==> src/rtl/ballot_collector.sv <==
// Three-voter ballot collector: synchronised casts, first-cast-wins, valid/ready hand-off.
// Optional idle timeout lock enabled with `define BALLOT_TIMEOUT_EN.
module ballot_collector #(
    parameter int COUNT_W        = 8,
    parameter int TIMEOUT_CYCLES = 1000
) (
    input  logic               clk,
    input  logic               rst,
    input  logic               cast_w,
    input  logic               cast_n,
    input  logic               cast_o,
    input  logic               sel_w,
    input  logic               sel_n,
    input  logic               sel_o,
    input  logic               clear,
    input  logic               ballot_ready,
    output logic               w,
    output logic               n,
    output logic               o,
    output logic               ballot_valid,
    output logic [2:0]         voted,
    output logic [COUNT_W-1:0] ballot_count,
    output logic               timed_out
);

    typedef enum logic [1:0] {
        IDLE,
        COLLECT,
        LOCKED
    } state_t;

    if (TIMEOUT_CYCLES < 2) begin : g_bad_timeout
        $error("TIMEOUT_CYCLES must be at least 2");
    end

    state_t             state_q, state_n;
    logic [2:0]         cast_s1, cast_s2, cast_s3;
    logic [2:0]         sel_s1, sel_s2;
    logic [2:0]         vote_q, vote_n;
    logic [2:0]         voted_q, voted_n;
    logic [COUNT_W-1:0] count_q, count_n;
    logic [2:0]         ev;
    logic [2:0]         fresh;
    logic [2:0]         merged;

    // cast_s3 holds the previous synced cast so a held button fires once
    always_ff @(posedge clk) begin
        if (rst) begin
            cast_s1 <= '0;
            cast_s2 <= '0;
            cast_s3 <= '0;
            sel_s1  <= '0;
            sel_s2  <= '0;
        end else begin
            cast_s1 <= {cast_w, cast_n, cast_o};
            cast_s2 <= cast_s1;
            cast_s3 <= cast_s2;
            sel_s1  <= {sel_w, sel_n, sel_o};
            sel_s2  <= sel_s1;
        end
    end

    assign ev     = cast_s2 & ~cast_s3;
    assign fresh  = ev & ~voted_q;
    assign merged = voted_q | fresh;

`ifdef BALLOT_TIMEOUT_EN
    localparam int TW = $clog2(TIMEOUT_CYCLES + 1);

    logic [TW-1:0] timer_q, timer_n;
    logic          tmo_q, tmo_n;
`endif

    always_comb begin
        state_n = state_q;
        vote_n  = vote_q;
        voted_n = voted_q;
        count_n = count_q;
`ifdef BALLOT_TIMEOUT_EN
        timer_n = '0;
        tmo_n   = tmo_q;
`endif
        unique case (state_q)
            IDLE: begin
                if (!clear && (ev != 3'b000)) begin
                    vote_n  = sel_s2 & ev;
                    voted_n = ev;
                    state_n = (ev == 3'b111) ? LOCKED : COLLECT;
                end
            end
            COLLECT: begin
                if (clear) begin
                    vote_n  = '0;
                    voted_n = '0;
                    state_n = IDLE;
                end else begin
                    vote_n  = vote_q | (sel_s2 & fresh);
                    voted_n = merged;
                    if (merged == 3'b111) begin
                        state_n = LOCKED;
                    end
`ifdef BALLOT_TIMEOUT_EN
                    // a vote landing in the expiry cycle restarts the timer
                    else if (fresh == 3'b000 &&
                             timer_q == TW'(TIMEOUT_CYCLES - 1)) begin
                        state_n = LOCKED;
                        tmo_n   = 1'b1;
                    end
                    timer_n = (fresh != 3'b000) ? '0 : timer_q + TW'(1);
`endif
                end
            end
            LOCKED: begin
                if (ballot_ready) begin
                    vote_n  = '0;
                    voted_n = '0;
                    count_n = count_q + COUNT_W'(1);
                    state_n = IDLE;
`ifdef BALLOT_TIMEOUT_EN
                    tmo_n   = 1'b0;
`endif
                end
            end
            default: begin
                state_n = IDLE;
                vote_n  = '0;
                voted_n = '0;
            end
        endcase
    end

    always_ff @(posedge clk) begin
        if (rst) begin
            state_q <= IDLE;
            vote_q  <= '0;
            voted_q <= '0;
            count_q <= '0;
        end else begin
            state_q <= state_n;
            vote_q  <= vote_n;
            voted_q <= voted_n;
            count_q <= count_n;
        end
    end

`ifdef BALLOT_TIMEOUT_EN
    always_ff @(posedge clk) begin
        if (rst) begin
            timer_q <= '0;
            tmo_q   <= 1'b0;
        end else begin
            timer_q <= timer_n;
            tmo_q   <= tmo_n;
        end
    end

    assign timed_out = tmo_q;
`else
    assign timed_out = 1'b0;
`endif

    assign w            = vote_q[2];
    assign n            = vote_q[1];
    assign o            = vote_q[0];
    assign voted        = voted_q;
    assign ballot_valid = (state_q == LOCKED);
    assign ballot_count = count_q;

endmodule
==> config.mk <==
export PLATFORM = sky130hd
export DESIGN_NAME = ballot_collector
export DESIGN_NICKNAME = d
export VERILOG_FILES = /design/src/rtl/ballot_collector.sv
export SDC_FILE = /design/constraint.sdc
export NUM_CORES = 1
export LEC_CHECK = 0
export ABC_AREA = 1
export BUFFER_PORTS_ARGS = -buffer_cell sky130_fd_sc_hd__buf_2
export CORE_MARGIN = 8
export CORE_UTILIZATION = 40
export CTS_BUF_LIST = sky130_fd_sc_hd__clkbuf_4 sky130_fd_sc_hd__clkbuf_8 sky130_fd_sc_hd__clkbuf_16
export DETAILED_ROUTE_END_ITERATION = 6
export PLACE_DENSITY_LB_ADDON = 0.2
export SYNTH_ARGS = -nofsm -noshare
export SYNTH_HDL_FRONTEND = slang
export SYNTH_SLANG_ARGS = --single-unit
==> constraint.sdc <==
create_clock -name clk -period 2.2 [get_ports clk]
set_input_delay 0.11 -clock clk [delete_from_list [all_inputs] [get_ports clk]]
set_output_delay 0.11 -clock clk [all_outputs]
set_load 0.01 [all_outputs]
# [Word level (Yosys, flattened, before mapping)]
# Index checks and enable logic that the tools add are counted.
# Widths: inputs -> output; s select.
[totals] output_inout_bits=16 reg_bits=31
[classes] n_reduce_logical=7 n_addsub=1 bitwise=8 n_eq_ne=7 n_mux=13
[ops] cell="$pmux 3 s3" count=2
[ops] cell="$mux 3" count=5
[ops] cell="$and 3x3->3" count=4
[ops] cell="$mux 2" count=5
[ops] cell="$add 8x1->8 const B" count=1
[ops] cell="$eq 3x3->1 const B" count=2
[ops] cell="$not 3->3" count=2
[ops] cell="$or 3x3->3" count=2
[ops] cell="$pmux 2 s3" count=1
[ops] cell="$ne 2x2->1 const B" count=2
[ops] cell="$reduce_and 2->1" count=2
[ops] cell="$ne 3x3->1 const B" count=1
[ops] cell="$reduce_and 3->1" count=1
[ops] cell="$reduce_bool 3->1" count=1
[ops] cell="$eq 2x1->1 const B" count=1
[ops] cell="$eq 2x2->1 const B" count=1
[ops] cell="$logic_not 2->1" count=1
[ops] cell="$logic_and 1x1->1" count=1
[ops] cell="$logic_not 1->1" count=1

# [Logic depth before layout (Yosys ltp)]
# Gate-level depths: netlist (run 1).
[depth] word_depth=8 ltp_mapped=9 depth_no_buf=9

# [Worst setup path after synthesis (run 1)]
# Ideal clock, no wire load.
[synth_path] kind="register -> register" start="register state_q[1]" end="register count_q[7], in the netlist ballot_count[7]" stages_incl_launch_ff=8 arrival_time_ps=1052 setup_ps=118 slack_ps=1030 t_required_ps=2082 path_buffers=0 cell_sequence="dfxtp_1 > inv_2 > nor2_4 > nand2_4 > nor2_4 > nand4_1 > o21ai_1 > a21oi_1"
[synth_between] elab_chain_len=2
[synth_lines] item="start: declaration" line="36" rtl="state_t state_q, state_n;"
[synth_lines] item="start signal: assignment" line="139" rtl="state_q <= state_n;"
[synth_lines] item="$eq 2x2->1"
[synth_lines] item="net ballot_valid" line="20" rtl="output logic ballot_valid,"
[synth_lines] item="$reduce_and 2->1 (no source line)"
[synth_lines] item="end signal: assignment" line="142" rtl="count_q <= count_n;"
[synth_lines] item="end: declaration" line="41" rtl="logic [COUNT_W-1:0] count_q, count_n;"
# The timed path passes the listed nets, and every way through them passes these cells.
# A chain may end at the register's enable or synchronous reset.

# [Worst setup path after layout (run 1)]
[layout_path] start="register cast_s3[0]" end="register vote_q[1]"
[layout_between] elab_chain_len=6
[layout_lines] item="start: declaration" line="37" rtl="logic [2:0] cast_s1, cast_s2, cast_s3;"
[layout_lines] item="start signal: assignment" line="57" rtl="cast_s3 <= cast_s2;"
[layout_lines] item="$not 3->3" line="63" rtl="assign ev = cast_s2 & ~cast_s3;"
[layout_lines] item="$and 3x3->3" line="63"
[layout_lines] item="$reduce_bool 3->1" line="85" rtl="if (!clear && (ev != 3'b000)) begin"
[layout_lines] item="$logic_and 1x1->1" line="85"
[layout_lines] item="$ne 2x2->1 (no source line)"
[layout_lines] item="$reduce_and 2->1 (no source line)"
[layout_lines] item="end signal: assignment" line="140" rtl="vote_q <= vote_n;"
[layout_lines] item="end: declaration" line="39" rtl="logic [2:0] vote_q, vote_n;"
# Every way passes these cells.

==> run summary, run 1 <==
The run finished with clean final reports. The fraction of final layout cells with drive strength greater than 1 is 20.0%. The wire length on met3 is between 200 and 250 microns. The antenna diode count is 0. The final max-slew violation count came out at 0. The die area is about 5400 sq um. The total of fill cells in the finished design came out at roughly 320. The placer congestion estimate is 0.860. The count of max-cap constraint violations came out at 0.

The number of instances in the placed design is 240. The critical path required time came out at 2.44 ns. The clock buffer count from CTS came out at 5.

The worst voltage drop across the vdd grid is 0.000412 V. The largest fanout on the critical path is 8. The critical path start-end classification is flip-flop to flip-flop. In the synthesized netlist, the cells that appear most often are 33 x inv_1, 31 x dfxtp_1, 31 x nand2_1.

The root buffer cell is clkbuf_4. The routed length on met2 is ~1.2 mm. Each instance of the synthesized netlist takes up on average about 7.4 sq um. For this design the total switching power over the nets is 252 uW.

The reg-to-reg startpoint is cast_s3[0]$_SDFF_PP0_. Across all register-to-register paths, the minimum setup slack is between 0.9 and 1 ns. TritonCTS built the clock tree. The area of combinational cells with multiple inputs came out at 539 sq um.

The kind of capture point of the worst setup path is a flip-flop. The worst register-to-register path ends at vote_q[1]$_SDFFE_PP0P_. Ranked by total cell area, the synthesized netlist is headed by dfxtp_1 47%, inv_1 9.5%, nand2_1 8.9%, nor2_1 6.3%, a21oi_1 6.1%. The final worst slack came out at between 0.9 and 1 ns. The post-route total power came out at between 1 and 1.5 mW.

The post-synthesis instance area came out at about 1300 sq um. The count of synthesis-stage warnings from yosys came out at 0. The worst-case headroom to the max-slew limit came out at 66.4%. The most common cell in the synthesized netlist is inv_1.

The die height came out at around 73 microns. The count of distinct cell types in the synthesized netlist is 24. The transition at the pin with the smallest max-transition slack came out at 0.505 ns. Clock tree synthesis found a total of 31 sinks.

Counting flops and latches in the post-synthesis netlist gives 31. Timing analysis after detailed placement gives a worst setup slack of around 0.95 ns. The internal power came out at ~760 uW. The worst setup path is launched from a flip-flop. The total power per unit cell area came out at ~640 nW/um^2.

The depth of the worst register-to-register path is 9. After legalization and detailed placement, the total HPWL measured 1.94 mm. The period utilization is a little under three fifths. The gate count after technology mapping is roughly 180.

The total routing resource utilization after global routing is roughly 11%. The wire length per cell came out at about 11 microns. The initial antenna violation count came out at 0. The utilization after layout is 51.5%. The maximum number of pins on one net before global-route repair came out at 29. The synthesized netlist net count came out at ~190. The number of global-route vias before repair came out at 1094. The global route total overflow came out at 0. The post-route met1 wirelength came out at roughly 1.2 mm. The number of endpoints failing setup at the final stage came out at 0. Of all flip-flops after synthesis, the portion carrying an async set or reset was 0%. The core footprint came out at slightly above 3000 sq um. The final antenna-violating net count is 0.

The tightest min-delay check is of the primary input to flip-flop type. The clock insertion delay at the later pin of the skew report is roughly 0.33 ns. The final wirelength is between 2 and 3 mm. The count of standard-cell rows is 20. The clock tree skew after final layout came out at a little under 0.009 ns. Per report_power, the clock group accounts for about a third of the total. For this run, the detailed router's first-pass iteration total came to 4. The sequential share of power is between 50% and 60%. The clock slew at the register clock pins of the worst setup and hold paths came out at about 0.090 ns.

After detailed routing, no signal wire sits above met4. The main flop type after synthesis is dfxtp_1. The register area came out at 621 sq um. The die width came out at 73.2 microns. The number of synthesized flops with an enable pin came out at 0. Net switching is 24.9% of the power.

Once the clock tree was built, the resizer swapped 0 gates to a different size. The post-route DRC violation count is 0. The minimum clock period after layout came out at 1.25 ns. The share of total power in combinational logic is approximately 9%. The number of primary I/O pins came out at 26. Dividing the detail-routed via count by the number of cells gives around 4.5.

The critical path starts at cast_s3[0]$_SDFF_PP0_. Setup repair after global routing left no endpoint under its margin. Summed over all failing endpoints, the final setup total negative slack is 0 ns.

The filler-free cell count of the finished design is 254. The net count reported at finish came out at 220. The final-report hold violation count is 0. The clock tree synthesis step divided the H-tree into 2 levels. The share of synthesized area in the top cell type comes to 47.4%. The largest total area in the synthesized netlist belongs to dfxtp_1. Once the floorplan was initialized, standard cells occupied ~43% of the core. The arrival time at the worst endpoint is 1.49 ns. In this run the worst setup path terminates at vote_q[1]$_SDFFE_PP0P_. The area growth from synthesis to layout is 20.9%.

The wire length of the first global-routing pass is approximately 4.7 mm. The reported leakage power is about 0.78 nW. The count of input and output buffers is 24. Across all layers, the routed design uses roughly 1200 vias. Of the synthesized area, sequential elements account for 47.4%.

The highest clock frequency the design can meet came out at around 800 MHz. The longest clock path from root to sink contains 2 buffers. The violation count after the first detailed-route iteration is 88.
sequential cells by signal, indices dropped and copies added, names as in the netlist:
name,cells
cast_s2,3
sel_s2,3
cast_s3,3
vote_q,3
voted,3
cast_s1,3
sel_s1,3
ballot_count,8
state_q,2
repair_timing:
action / CTS / global route
endpoints found under the hold margin: 6 / 0
hold buffers: 6 / 0
setup buffers: 0 / 0
power by group through the flow:
stage / logic [mW] / clock network [mW] / registers (mW)
4_1_cts: 0.0888 / 0.349 / 0.587
6_report: 0.0891 / 0.336 / 0.587
3_3_place_gp: 0.0782 / 0 / 0.599
3_5_place_dp: 0.0805 / 0 / 0.600
5_1_grt: 0.103 / 0.369 / 0.589
2_1_floorplan: 0.0579 / 0 / 0.600
placed cells by master (no fill, tap or decap):
cell type and instances:
and3_1 1, inv_2 2, nand2_1 31, dlygate4sd3_1 6, o21ai_1 2, ha_1 1
nor3_4 1, nor3_2 1, o21ai_0 8, inv_1 33, dfxtp_1 31, xor2_1 2
clkbuf_4 7, nor2_4 3, nand2_4 2, a31oi_1 1, nand4_1 4, nand2_2 1
clkinv_2 1, nand3_1 7, nor2_1 22, a21oi_1 16, nor3b_1 1, buf_2 24
conb_1 1, a211oi_1 1
area by class of cell:
| cell class | instances | share of cell area (%) |
|---|---|---|
| Inverter | 35 | 8.29 |
| Sequential cell | 31 | 39.2 |
| Multi-Input combinational cell | 106 | 34.0 |
| Tap cell | 44 | 3.48 |
| Timing Repair Buffer | 30 | 11.4 |
| Clock inverter | 1 | 0.316 |
| Clock buffer | 7 | 3.32 |
stage by stage:
step | area, sq um | hold WS, ns
floorplan | 1310 | 0.217
global placement | 1470 | 0.308
detailed placement | 1470 | 0.319
CTS | 1580 | 0.150
global route | 1580 | 0.175
finish | 1580 | 0.159
layer usage:
metal  GRT usage [%]  up-vias
met5               0        -
met3            5.08        7
met2            17.0       42
li1                -      608
met4            7.33        0
met1            12.8      496
critical path: stages (launching register included):
cell and delay (ns):
dfxtp_1 0.34, inv_1 0.04, nand2_1 0.11, nand3_1 0.09, nand2_1 0.06, nand2_1 0.11, nand2_4 0.13, inv_1 0.09
o21ai_0 0.14, nor2_1 0.05
cell families after synthesis:
group | count (synthesis) | share of synthesized area [%]
adder cells (fa/ha/maj) | 1 | 0.955
AND/OR/NAND/NOR | 74 | 27.6
flip-flops | 31 | 47.4
XOR/XNOR | 2 | 1.34
buffers and inverters | 39 | 11.5
AO/OA/AOI/OAI | 28 | 11.0
other | 1 | 0.286
how the worst min path moves through the flow:
stage,startpoint,to,slack (ns),cells past startpoint
finish,ballot_ready,ballot_count[1]$_SDFFE_PP0P_,0.16,4
global route,ballot_ready,ballot_count[1]$_SDFFE_PP0P_,0.17,4
CTS,ballot_ready,ballot_count[1]$_SDFFE_PP0P_,0.15,4
detailed placement,sel_o,sel_s1[0]$_SDFF_PP0_,0.32,3
global placement,cast_o,cast_s1[0]$_SDFF_PP0_,0.31,3
floorplan,cast_o,cast_s1[0]$_SDFF_PP0_,0.22,2
Power figures use the tool's default switching activity.
==> run 2: changes to the inputs <==
==> constraint.sdc (replaced) <==
create_clock -name clk -period 1 [get_ports clk]
set_input_delay 0.05 -clock clk [delete_from_list [all_inputs] [get_ports clk]]
set_output_delay 0.05 -clock clk [all_outputs]
set_load 0.01 [all_outputs]
==> run 2 against run 1 <==
Effect of this change: the flow now finishes with violations (setup timing); register-to-register slack got worse by 1.1 ns; count of clock-buffer cells in the layout fell by 1; wire length rose by 11%; cell count rose by 8.7%; first-iteration DRC count fell by 25%; worst setup slack got worse by 1.1 ns; cell area rose by 20%; via count rose by 7.0%; utilization rose by 10 points; combinational power rose to 3.0 times the previous value; flip-flop and latch count did not move; critical path type unchanged; critical endpoint is now voted[2]$_SDFFE_PP0P_; largest cell class unchanged.
==> run summary, run 2 (synthesis results as in run 1) <==
The antenna diode count is 0 (unchanged). The minimum clock period after layout is 1.20 ns (-0.0564 ns). The number of flip-flops in the largest register was 8 (unchanged). The critical path is of the flip-flop to flip-flop type. The final antenna-violating net count came out at 0 (unchanged). The path with the worst hold slack has its endpoint at ballot_count[1]$_SDFFE_PP0P_. The largest fanout on the critical path came out at 5 (-3). The post-route cell area was 1900 sq um (+20%). The startpoint identified for the worst hold timing path is rst. The post-route DRC violation count is 0 (unchanged).

The total routing resource utilization after global routing is 12.2% (+0.80 points). The clock slew at the register clock pins of the worst setup and hold paths was 0.09 ns (about the same). The final max-slew violation count came out at 0 (unchanged). The clock tree skew after final layout came out at 0.00499 ns (-0.00384 ns). The maximum level of the CTS H-tree came out at 2 (unchanged). The number of buffers between clock root and the deepest sink is 2 (unchanged). STA classifies the critical path startpoint as a flip-flop. The count of standard-cell rows was 20 (unchanged). The critical path required time came out at 1.26 ns (-1.18 ns). The die width is 73.2 microns (unchanged). The total of fill cells in the finished design is 291 (-7.6%). The detail-routed via count per cell is 4.47 (-1.5%). The period utilization was 120% (+63 points). The number of endpoints failing setup at the final stage is 17 (+17).

The register area is 643 sq um (+3.6%). The worst slack at placement came out at -0.185 ns (-1.14 ns). The cell depth of the worst hold path came out at 3 (-1). The hold slack came to 0.0623 ns (-0.0966 ns). The CTS tree is done. The arrival time at the worst endpoint is 1.45 ns (-0.04 ns). The highest clock frequency the design can meet came out at 835 MHz (+4.7%). The final worst slack was -0.197 ns (-1.14 ns). The fraction of final layout cells with drive strength greater than 1 came out at 42.7% (+23 points). The die area is 5360 sq um (unchanged).

The count of max-cap constraint violations is 0 (unchanged). The violation count after the first detailed-route iteration came out at 66 (-25%). Setup repair after global routing could not meet its margin everywhere. The met2 global-route usage came out at 19.2% (+2.2 points).

The estimated wirelength of the detail-placed design is 2.17 mm (+12%). The setup total negative slack is -1.88 ns (-1.88 ns). The placer congestion estimate is 0.897 (+4.3%).

The worst setup path is captured at a flip-flop. The maximum number of pins on one net before global-route repair is 20 (-31%). The die height is 73.2 microns (unchanged). The startpoint identified for the worst register-to-register timing path is state_q[0]$_SDFFE_PP0P_.

The final wirelength is 3.01 mm (+11%). The via count is 1234 (+7.0%). The depth of the worst register-to-register path came out at 6 (-3). The met3 capacity usage during global routing was 3.85% (-1.2 points). The wire length per cell came to 10.9 microns (+2.2%). The global route total overflow is 0 (unchanged). The count of input and output buffers came out at 24 (unchanged). The register-to-register path setup slack came out at -0.20 ns (-1.14 ns). The total clock sinks is 31 (unchanged). The worst register-to-register path ends at voted[2]$_SDFFE_PP0P_. The wire length of the first global-routing pass is 5.00 mm (+6.6%). Compared with the post-synthesis result, the final layout area differs by 45.1%. The final-report hold violation count came out at 0 (unchanged). The clock insertion delay at the later pin of the skew report is 0.32 ns (about the same). The worst voltage drop across the vdd grid was 0.00112 V (+170%).

The reported leakage power came out at 0.905 nW (+16%). The net count reported at finish came out at 242 (+10%). The initial antenna violation count was 0 (unchanged). Clock tree synthesis selected as its root buffer the cell clkbuf_4. The flow ran to the end, but the final reports show violations. The area of combinational cells with multiple inputs is 612 sq um (+13%). The final reports fail on setup timing. The starting utilization of the core area is 42.6% (unchanged). The number of primary I/O pins came out at 26 (unchanged).

The clock buffer count from CTS came out at 5 (unchanged). Leaving out fill and tap cells, the most frequent cell in the layout is inv_1. The busiest layer in global routing is met2. The global-route track usage on met1 came out at 13.8% (+0.98 points).

The first-pass iteration count of the detailed router came to 4 (unchanged). The total power per unit cell area is 1200 nW/um^2 (+87%). The placed instance area is 1630 sq um (+11%).

The core footprint was 3080 sq um (unchanged). The library cells used most frequently in the layout, excluding fill and tap cells, are 28 x inv_1, 25 x nand2_1, 21 x nor2_1, 19 x buf_2, 17 x dfxtp_1. In this run the worst hold path is classified as primary input to flip-flop. The number of global-route vias before repair came out at 1170 (+6.9%).
## run 2: cell count changes in the layout (fill, tap and decap cells not counted), sizes merged
cell,delta
buf,+22
clkinvlp,+1
clkbuf,-1
## run 2: final cells by class
type	instances	share of cell area [%]
inverters	35	7.04
repair buffers	52	21.0
multi-input cells	106	32.2
well taps	44	2.90
flip-flops and latches	31	33.8
clock inverters	2	0.658
clock buffers	6	2.37
## run 2: per-layer routing
metal	vias to the layer above	part of all wire (%)
met5	-	0
met1	544	47
met3	8	5.3
met2	27	46
met4	0	2.2
li1	655	-
## run 2: power by group
part	internal, mW	switching [mW]	leakage (nW)
Combinational	0.121	0.145	0.613
Sequential	1.27	0.0239	0.260
Clock	0.298	0.417	0.0317
## run 2: repair_timing
action,in CTS,in global routing
pin swaps,1,3
gates resized for setup,20,20
endpoints found under the setup margin,20,23
gates cloned,0,0
buffers inserted,1,3
hold endpoints to repair,6,0
hold buffers,6,0
## run 2: how the worst max path moves through the flow
stage	slack, ns	cells past startpoint	end	startpoint
after floorplan	-0.15	7	ballot_count[7]$_SDFFE_PP0P_	state_q[1]$_SDFFE_PP0P_
after global placement	-0.16	6	voted[2]$_SDFFE_PP0P_	state_q[0]$_SDFFE_PP0P_
after detailed placement	-0.19	7	ballot_count[7]$_SDFFE_PP0P_	state_q[1]$_SDFFE_PP0P_
after CTS	-0.17	4	state_q[0]$_SDFFE_PP0P_	state_q[0]$_SDFFE_PP0P_
after global routing	-0.28	7	ballot_count[7]$_SDFFE_PP0P_	state_q[1]$_SDFFE_PP0P_
final	-0.20	6	voted[2]$_SDFFE_PP0P_	state_q[0]$_SDFFE_PP0P_
## run 2: metrics by stage
| stage | power (mW) | utilization [%] | instances |
|---|---|---|---|
| 6_report | 2.27 | 61.7 | 276 |
| 5_1_grt | 2.41 | 61.7 | 276 |
| 4_1_cts | 2.29 | 59.1 | 273 |
| 3_5_place_dp | 1.53 | 52.9 | 258 |
| 3_3_place_gp | 1.53 | 52.9 | 258 |
| 2_1_floorplan | 1.44 | - | 176 |
## run 2: critical path, cell delays in order (launching register included)
cell and delay [ns]:
dfxtp_2 0.40, nand3_1 0.18, inv_2 0.13, a21oi_1 0.05
a21oi_1 0.14, nand2_1 0.08, a21oi_2 0.15
